File: src/rtl/proc_host_pkg.sv
// Shared types for the processor-core host: FSM states and the data-memory request bundle.
package proc_host_pkg;
  localparam int MEM_AW = 8;

  typedef enum logic [2:0] {IDLE, LOAD, RUN, UNLOAD, DONE} state_t;

  typedef struct packed {
    logic              wr_en;
    logic [MEM_AW-1:0] addr;
    logic [7:0]        wdata;
  } mem_req_t;
endpackage

File: src/rtl/mem_port_mux.sv
// 2:1 data-memory port select; the host owns the port whenever the core is held in reset.
module mem_port_mux
  import proc_host_pkg::*;
(
  input  logic     sel_host,
  input  mem_req_t host_req,
  input  mem_req_t core_req,
  output mem_req_t mem_req
);
  assign mem_req = sel_host ? host_req : core_req;
endmodule

File: src/rtl/proc_host.sv
// Host initiator for the core run handshake: load operands, release core, wait done, unload results.
module proc_host
  import proc_host_pkg::*;
#(
  parameter logic [7:0] IN_BASE  = 8'h00,
  parameter int         IN_LEN   = 4,
  parameter logic [7:0] OUT_BASE = 8'h40,
  parameter int         OUT_LEN  = 4,
  parameter int         TIMEOUT  = 4096,
  parameter int         CW       = 16
) (
  input  logic              clk,
  input  logic              reset,
  input  logic              start,
  input  logic              in_valid,
  input  logic [7:0]        in_data,
  output logic              in_ready,
  output logic              out_valid,
  output logic [7:0]        out_data,
  input  logic              out_ready,
  output logic              busy,
  output logic              finished,
  output logic              timeout_err,
  output logic [CW-1:0]     run_cycles,
  output logic              core_reset,
  input  logic              core_done,
  output logic              mem_wr_en,
  output logic [MEM_AW-1:0] mem_addr,
  output logic [7:0]        mem_wdata,
  input  logic [7:0]        mem_rdata
);
  localparam logic [8:0]    IN_LAST  = 9'(IN_LEN - 1);
  localparam logic [8:0]    OUT_LAST = 9'(OUT_LEN - 1);
  localparam logic [CW-1:0] TO_LAST  = CW'(TIMEOUT - 1);
  localparam logic [CW-1:0] TO_VAL   = CW'(TIMEOUT);

  state_t        state;
  logic [8:0]    idx;
  logic [CW-1:0] cnt;
  mem_req_t      host_req, core_req, mem_req;

  always_ff @(posedge clk or posedge reset) begin
    if (reset) begin
      state       <= IDLE;
      idx         <= '0;
      cnt         <= '0;
      finished    <= 1'b0;
      timeout_err <= 1'b0;
      run_cycles  <= '0;
    end else begin
      finished <= 1'b0;
      case (state)
        IDLE: if (start) begin
          state       <= LOAD;
          idx         <= '0;
          timeout_err <= 1'b0;
        end
        LOAD: if (in_valid) begin
          if (idx == IN_LAST) begin
            state <= RUN;
            idx   <= '0;
            cnt   <= '0;
          end else begin
            idx <= idx + 9'd1;
          end
        end
        // done takes priority over an expiring cycle budget
        RUN: begin
          if (core_done) begin
            run_cycles <= cnt;
            state      <= UNLOAD;
          end else if (cnt == TO_LAST) begin
            timeout_err <= 1'b1;
            run_cycles  <= TO_VAL;
            state       <= DONE;
          end else begin
            cnt <= cnt + 1'b1;
          end
        end
        UNLOAD: if (out_ready) begin
          if (idx == OUT_LAST) state <= DONE;
          else                 idx   <= idx + 9'd1;
        end
        DONE: begin
          state    <= IDLE;
          finished <= 1'b1;
        end
        default: state <= IDLE;
      endcase
    end
  end

  assign busy       = (state != IDLE);
  assign core_reset = (state != RUN);
  assign in_ready   = (state == LOAD);
  assign out_valid  = (state == UNLOAD);
  assign out_data   = mem_rdata;

  // Address holds through an unload stall, so out_data stays stable.
  always_comb begin
    host_req = '0;
    case (state)
      LOAD: begin
        host_req.wr_en = in_valid;
        host_req.addr  = IN_BASE + idx[7:0];
        host_req.wdata = in_data;
      end
      UNLOAD: host_req.addr = OUT_BASE + idx[7:0];
      default: host_req = '0;
    endcase
  end

  // The core drives memory on its own port; from this side the port parks idle while it runs.
  assign core_req = '0;

  mem_port_mux u_mux (
    .sel_host (core_reset),
    .host_req (host_req),
    .core_req (core_req),
    .mem_req  (mem_req)
  );

  assign mem_wr_en = mem_req.wr_en;
  assign mem_addr  = mem_req.addr;
  assign mem_wdata = mem_req.wdata;
endmodule

File: config.mk
export PLATFORM = sky130hd
export DESIGN_NAME = proc_host
export DESIGN_NICKNAME = d
export VERILOG_FILES = /design/src/rtl/proc_host_pkg.sv /design/src/rtl/mem_port_mux.sv /design/src/rtl/proc_host.sv
export SDC_FILE = /design/constraint.sdc
export NUM_CORES = 1
export LEC_CHECK = 0
export CAP_MARGIN = 25
export CORE_AREA = 2 2 81 83
export DETAILED_ROUTE_END_ITERATION = 10
export DIE_AREA = 0 0 83 85
export PLACE_DENSITY = 0.75
export SLEW_MARGIN = 20
export SYNTH_ARGS = -nofsm -noshare
export SYNTH_HDL_FRONTEND = slang
export SYNTH_HIERARCHICAL = 1
export SYNTH_SLANG_ARGS = --single-unit
File: constraint.sdc
create_clock -name clk -period 5.3 [get_ports clk]
set_input_delay 1.325 -clock clk [delete_from_list [all_inputs] [get_ports clk]]
set_output_delay 1.325 -clock clk [all_outputs]
set_load 0.02 [all_outputs]
==> results of run 1 <==
-- final cells by class --
| class | count | area (sq um) | area share [%] |
|---|---|---|---|
| clock buffer | 5 | 68.8 | 1.89 |
| clock inverter | 3 | 45.0 | 1.24 |
| inverter | 12 | 45.0 | 1.24 |
| multi-input combinational | 239 | 1670 | 46.0 |
| sequential | 46 | 1150 | 31.6 |
| tap | 77 | 96.3 | 2.65 |
| timing repair buffer | 58 | 561 | 15.4 |
-- cells by family (layout without fill, tap and decap cells) --
logic type | Yosys count | after routing | synth area share, %
compound gates | 70 | 70 | 17.3
fa+ha+maj | 4 | 4 | 1.67
flops | 46 | 46 | 38.4
other cells | 1 | 17 | 0.125
buf+inv | 42 | 78 | 7.69
mux | 24 | 24 | 10.0
simple gates | 124 | 124 | 24.8
-- Yosys cell counts, types with 3 or more instances --
master / instances / area share, %
dfrtp_1: 46 / 38
nand3_1: 24 / 4.0
nand2_1: 23 / 2.9
and2_1: 19 / 4.0
clkbuf_1: 15 / 1.9
o21ai_0: 14 / 2.3
inv_1: 12 / 1.5
a22o_1: 10 / 2.9
mux2_4: 10 / 5.0
nand4_1: 9 / 1.9
o211ai_1: 9 / 2.3
buf_4: 8 / 2.0
mux2_2: 8 / 3.0
a21oi_1: 7 / 1.2
or3_1: 7 / 1.5
a22o_2: 6 / 2.0
mux2i_1: 6 / 2.0
nor2_1: 6 / 0.75
nor4_1: 5 / 1.0
or4_2: 5 / 1.5
ha_1: 4 / 1.7
nor2b_1: 4 / 0.84
o31ai_1: 4 / 1.0
or4_1: 4 / 1.0
a21boi_0: 3 / 0.75
buf_2: 3 / 0.50
buf_6: 3 / 1.1
nor3_1: 3 / 0.50
o21bai_1: 3 / 0.75
-- power groups by stage --
stage | clock network, mW | logic, mW | registers [mW]
6_report | 0.266 | 0.944 | 0.665
5_1_grt | 0.282 | 1.03 | 0.691
4_1_cts | 0.272 | 0.944 | 0.661
3_5_place_dp | 0 | 0.939 | 0.668
3_3_place_gp | 0 | 0.925 | 0.659
2_1_floorplan | 0 | 0.603 | 0.653
-- cells in the final DEF (no fill, tap or decap), types with 10 or more instances in the layout --
cell / instances
a22o_1: 10
inv_1: 11
and2_1: 19
conb_1: 17
dfrtp_1: 46
nand3_1: 24
nand2_1: 23
o21ai_0: 14
mux2_4: 10
clkdlybuf4s50_1: 52
-- stage by stage --
step,utilization [%],power (mW),worst slack (ns),hold WS (ns),cells
after floorplan,-,1.26,2.01,0.498,327
after global placement,56.7,1.58,1.15,0.487,430
after detailed placement,56.7,1.61,1.15,0.492,430
after CTS,58.5,1.88,0.996,0.514,438
after global routing,58.7,2.00,0.827,0.533,440
final,58.7,1.88,1.04,0.509,440
-- how the worst min path moves through the flow --
stage                          startpoint                    endpoint  depth (start not counted)  slack, ns
2_1_floorplan          idx[0]$_DFFE_PP0P_          idx[0]$_DFFE_PP0P_                          1       0.50
3_3_place_gp   run_cycles[15]$_DFFE_PP0P_  run_cycles[15]$_DFFE_PP0P_                          1       0.49
3_5_place_dp    run_cycles[1]$_DFFE_PP0P_   run_cycles[1]$_DFFE_PP0P_                          1       0.49
4_1_cts         run_cycles[9]$_DFFE_PP0P_   run_cycles[9]$_DFFE_PP0P_                          1       0.51
5_1_grt        run_cycles[11]$_DFFE_PP0P_  run_cycles[11]$_DFFE_PP0P_                          1       0.53
6_report        run_cycles[9]$_DFFE_PP0P_   run_cycles[9]$_DFFE_PP0P_                          1       0.51
-- layer usage --
| metal | wire (um) | vias up |
|---|---|---|
| met4 | 68 | 0 |
| li1 | - | 1232 |
| met2 | 3320 | 57 |
| met5 | 0 | - |
| met3 | 220 | 5 |
| met1 | 3180 | 1273 |
-- flip-flops by register name (all words and copies together), names as in the netlist --
name,flops
timeout_err,1
cnt,16
idx,9
run_cycles,16
state,3
finished,1
==> impl_metrics.json, run 1 <==
{
  "pwr-share-clk_pct": 14.2,
  "power_switching_mw": 0.784,
  "synth_cell_types": 55,
  "gr-usage-met3_pct": 2.63,
  "swShare_pct": 41.8,
  "timing.fmax_mhz": 235,
  "syn_avg_cell_area_sq_um": 9.63,
  "synth_edf_count": 0,
  "ir_drop_uv": 246,
  "slowest_delay_ns": 0.63,
  "clock_sinks": 46,
  "clock_latency_ns": 0.31,
  "wl_mm": 6.79,
  "cp.arrival_ns": 2.94,
  "grt_start_max_net_pins": 47,
  "core_area_sq_um": 6200,
  "fin_setup_tns_ns": 0,
  "use_met1_pct": 26.6,
  "clkTransAtPathRegs_ns": 0.09,
  "hold_buffers": 0,
  "power_leakage_nw": 1.53,
  "grt_pass1_wl_mm": 11.5,
  "async_flop_share_pct": 100,
  "syn_inst": 311,
  "yosys_warnings": 6,
  "worst-path-buf-inv": 3,
  "cts_max_level": 2,
  "cts_resized": 0,
  "r2r_slack_ns": 2.71,
  "crit_required_ns": 3.97,
  "cts_buffers": 5,
  "die_area_sq_um": 7060,
  "cts_setup_buffers": 0,
  "vias": 2567,
  "rows": 29,
  "fin_worst_skew_ns": 0.0153,
  "ys_ff_latch": 46,
  "worst_pin_slew_ns": 0.870,
  "cp.depth": 6,
  "slowest_stage": "dfrtp_1",
  "antenna_found_initial": 0,
  "top_usage_layer": "met2",
  "cp_common_cell": "nor2b_1",
  "crit_path_end": "mem_wdata[0]",
  "worstHoldPathType": "register to register",
  "fin_crit_sh_pct": 80.4,
  "syn_area_sq_um": 3000,
  "drive_gt1_share_pct": 13.8,
  "maxSlewViolCount": 0,
  "top_level_ports": 69,
  "synth_flop_cell": "dfrtp_1",
  "place_hpwl_mm": 4.72,
  "grt_usage_pct": 19.5,
  "crit_path_start_kind": "register",
  "finalCriticalPeriod_ns": 4.26,
  "setup_violations": 0,
  "cpLargestDelayFamily": "buffers and inverters",
  "place_congestion": 0.826,
  "pwr-share-seq_pct": 35.4,
  "powerDensity_nw_per_um2": 515,
  "reg2reg_to": "run_cycles[1]$_DFFE_PP0P_",
  "path_cells": "nor2b_1 -> nor2b_1 -> buf_4 -> inv_1 -> mux2_2 -> clkdlybuf4s50_1",
  "overflow": 0,
  "critPathKind": "register to output port",
  "critPathLaunch": "state[2]$_DFFE_PP0P_",
  "drt_iter0_drc": 213,
  "drtPass1Iterations": 4,
  "final_cell_area_sq_um": 3640,
  "diodes": 0,
  "cts_buffer_depth": 2,
  "use_met2_pct": 31.9,
  "crit_fanout": 19,
  "drv_cap": 0,
  "drcViolationCount": 0,
  "grt_pass1_vias": 2420,
  "status": "completed",
  "cts_tree": "yes",
  "post_dp_cell_area_sq_um": 3520,
  "rr_worst_depth": 5,
  "fin_nets": 388,
  "p_int_mw": 1.09,
  "hold_violations": 0,
  "synth_seq_area_share_pct": 38.4,
  "io_buffers": 52,
  "initial_core_util_pct": 48.3,
  "timing.rr.start": "cnt[1]$_DFFE_PP0P_",
  "synthToLayoutAreaGrowth_pct": 21.6,
  "routed_via_density": 5.83,
  "ant_nets": 0,
  "endpoint_kind": "output port",
  "clockRootBuffer": "clkbuf_8",
  "post_drt_wl_per_cell_um": 15.4,
  "rsz0062_at_grt": "no",
  "die_w_um": 83,
  "fillerInstances": 527,
  "max-slew-margin-rel_pct": 41.6,
  "pwr-share-comb_pct": 50.4,
  "die_h_um": 85
}
No activity file was read; power rests on OpenSTA's default activity.
==> inputs of run 2 (changes only) <==
--- a/config.mk
+++ b/config.mk
@@ -6,10 +6,10 @@
 export NUM_CORES = 1
 export LEC_CHECK = 0
 export CAP_MARGIN = 25
-export CORE_AREA = 2 2 81 83
+export CORE_AREA = 2 2 84 86
 export DETAILED_ROUTE_END_ITERATION = 10
-export DIE_AREA = 0 0 83 85
-export PLACE_DENSITY = 0.75
+export DIE_AREA = 0 0 86 88
+export PLACE_DENSITY = 0.73
 export SLEW_MARGIN = 20
 export SYNTH_ARGS = -nofsm -noshare
 export SYNTH_HDL_FRONTEND = slang
==> constraint.sdc (replaced) <==
create_clock -name clk -period 3.5 [get_ports clk]
set_input_delay 0.875 -clock clk [delete_from_list [all_inputs] [get_ports clk]]
set_output_delay 0.875 -clock clk [all_outputs]
set_load 0.02 [all_outputs]
==> run 2 against run 1 <==
Effect of this change: global-route usage decreased by 0.20 points; worst setup slack worse by 0.81 ns; combinational power rose by 57%; flip-flop and latch count did not move; design area grew 0.86%; sequential share of layout area fell by 0.27 points; first-iteration DRC count decreased by 31%.
==> impl_metrics.json, run 2 (synthesized netlist as in run 1, its figures left out) <==
{
  "fin_crit_sh_pct": 93.3,
  "routed_via_density": 5.84,
  "pwr-share-comb_pct": 52.7,
  "clockRootBuffer": "clkbuf_8",
  "wl_met3_um": 355,
  "layout_common_cells": "clkdlybuf4s50_1, dfrtp_1, nand3_1, nand2_1, and2_1",
  "swShare_pct": 43.0,
  "initial_core_util_pct": 45.1,
  "core_area_sq_um": 6640,
  "top_level_ports": 69,
  "clkTransAtPathRegs_ns": 0.09,
  "ir_drop_uv": 351,
  "cts_buffer_depth": 2,
  "post-route-util_pct": 55.3,
  "fin_nets": 394,
  "grt_pass1_wl_mm": 11.7,
  "p_int_mw": 1.60,
  "layout_commonest_cell": "clkdlybuf4s50_1",
  "critPathKind": "input pin to output port",
  "post_drt_wl_per_cell_um": 15.7,
  "top_regs": "cnt: 16 flops, run_cycles: 16 flops, idx: 9 flops",
  "wl_met2_mm": 3.50,
  "powerDensity_nw_per_um2": 766,
  "maxSlewViolCount": 0,
  "drtPass1Iterations": 6,
  "timing.rr.start": "cnt[1]$_DFFE_PP0P_",
  "place_hpwl_mm": 4.88,
  "drive_gt1_share_pct": 15.2,
  "die_h_um": 88,
  "place_ws_ns": 0.258,
  "grt_pass1_vias": 2411,
  "timing.fmax_mhz": 306,
  "ant_nets": 0,
  "hold_buffers": 0,
  "status": "completed",
  "crit_path_start_kind": "input pin",
  "hold_path_depth": 2,
  "whs_ns": 0.508,
  "finalCriticalPeriod_ns": 3.27,
  "max-slew-margin-rel_pct": 53.2,
  "setup_violations": 0,
  "reg2reg_to": "run_cycles[1]$_DFFE_PP0P_",
  "grt_start_max_net_pins": 47,
  "hp-start": "timeout_err$_DFFE_PP0P_",
  "drt-met1-wl_mm": 3.08,
  "antenna_found_initial": 0,
  "r2r_slack_ns": 1.30,
  "fin_worst_skew_ns": 0.00689,
  "cp.arrival_ns": 2.39,
  "overflow": 0,
  "power_switching_mw": 1.21,
  "io_buffers": 52,
  "cts_max_level": 2,
  "crit_fanout": 5,
  "clock_sinks": 46,
  "power_leakage_nw": 1.56,
  "drt_iter0_drc": 147,
  "drcViolationCount": 0,
  "cts_setup_buffers": 0,
  "vias": 2623,
  "synthToLayoutAreaGrowth_pct": 22.6,
  "die_area_sq_um": 7570,
  "hold_violations": 0,
  "dr.max_layer_used": "met4",
  "worstHoldPathType": "register to register",
  "grt_usage_pct": 19.3,
  "pwr-share-clk_pct": 12.5,
  "rr_worst_depth": 6,
  "cts_buffers": 5,
  "place_congestion": 0.813,
  "rows": 30,
  "power_mw": 2.81,
  "crit_required_ns": 2.62,
  "worst_pin_slew_ns": 0.696,
  "drv_cap": 0,
  "clock_latency_ns": 0.31,
  "endpoint_kind": "output port",
  "wl_mm": 7.04,
  "cts_resized": 0,
  "layout_setup_ws_ns": 0.235,
  "die_w_um": 86,
  "pwr-share-seq_pct": 34.9,
  "min_to": "timeout_err$_DFFE_PP0P_",
  "fillerInstances": 583,
  "fin_setup_tns_ns": 0,
  "cts_tree": "yes",
  "diodes": 0,
  "rsz0062_at_grt": "no"
}
## run 2: cell types whose count changed in the layout (fill, tap and decap cells not counted), sizes merged
| cell | delta |
|---|---|
| buf | +6 |
| bufinv | -1 |
| inv | +1 |
| clkinvlp | -1 |
| clkinv | +1 |
## run 2: worst max-delay path by stage
stage                    startpoint          end  cells past startpoint
3_5_place_dp               in_valid    mem_wr_en                      4
2_1_floorplan  state[2]$_DFFE_PP0P_  mem_addr[0]                      8
3_3_place_gp               in_valid    mem_wr_en                      4
6_report                   in_valid    mem_wr_en                      4
4_1_cts                    in_valid    mem_wr_en                      4
5_1_grt                    in_valid    mem_wr_en                      4
## run 2: per-layer routing
metal | vias up | GRT usage [%]
met3 | 15 | 3.96
met1 | 1292 | 25.6
li1 | 1250 | -
met4 | 0 | 6.64
met5 | - | 0
met2 | 66 | 31.7
## run 2: worst max-delay path: stages
cell             delay, ns
clkdlybuf4s50_1       0.53
and2_1                0.19
mux2_2                0.25
clkdlybuf4s50_1       0.54
## run 2: power groups by stage
stage               logic (mW)  registers [mW]  clock network (mW)
finish                    1.48           0.980               0.350
global placement          1.45           0.972                   0
detailed placement        1.48           0.987                   0
floorplan                0.913           0.988                   0
global route              1.62            1.02               0.375
CTS                       1.49           0.979               0.356
## run 2: area by class of cell
type                            instances  area [sq um]  area share, %
Sequential cell                        46          1150           31.3
Inverter                               12          45.0           1.23
Clock inverter                          3          25.0          0.681
Tap cell                               80           100           2.73
Timing Repair Buffer                   64           608           16.6
Multi-Input combinational cell        239          1670           45.6
Clock buffer                            5          68.8           1.87
## run 2: metrics by stage
step                      area, sq um  instances
after global placement           3570        440
after detailed placement         3570        440
after global routing             3670        449
after CTS                        3670        448
after floorplan                  3060        327
final                            3670        449
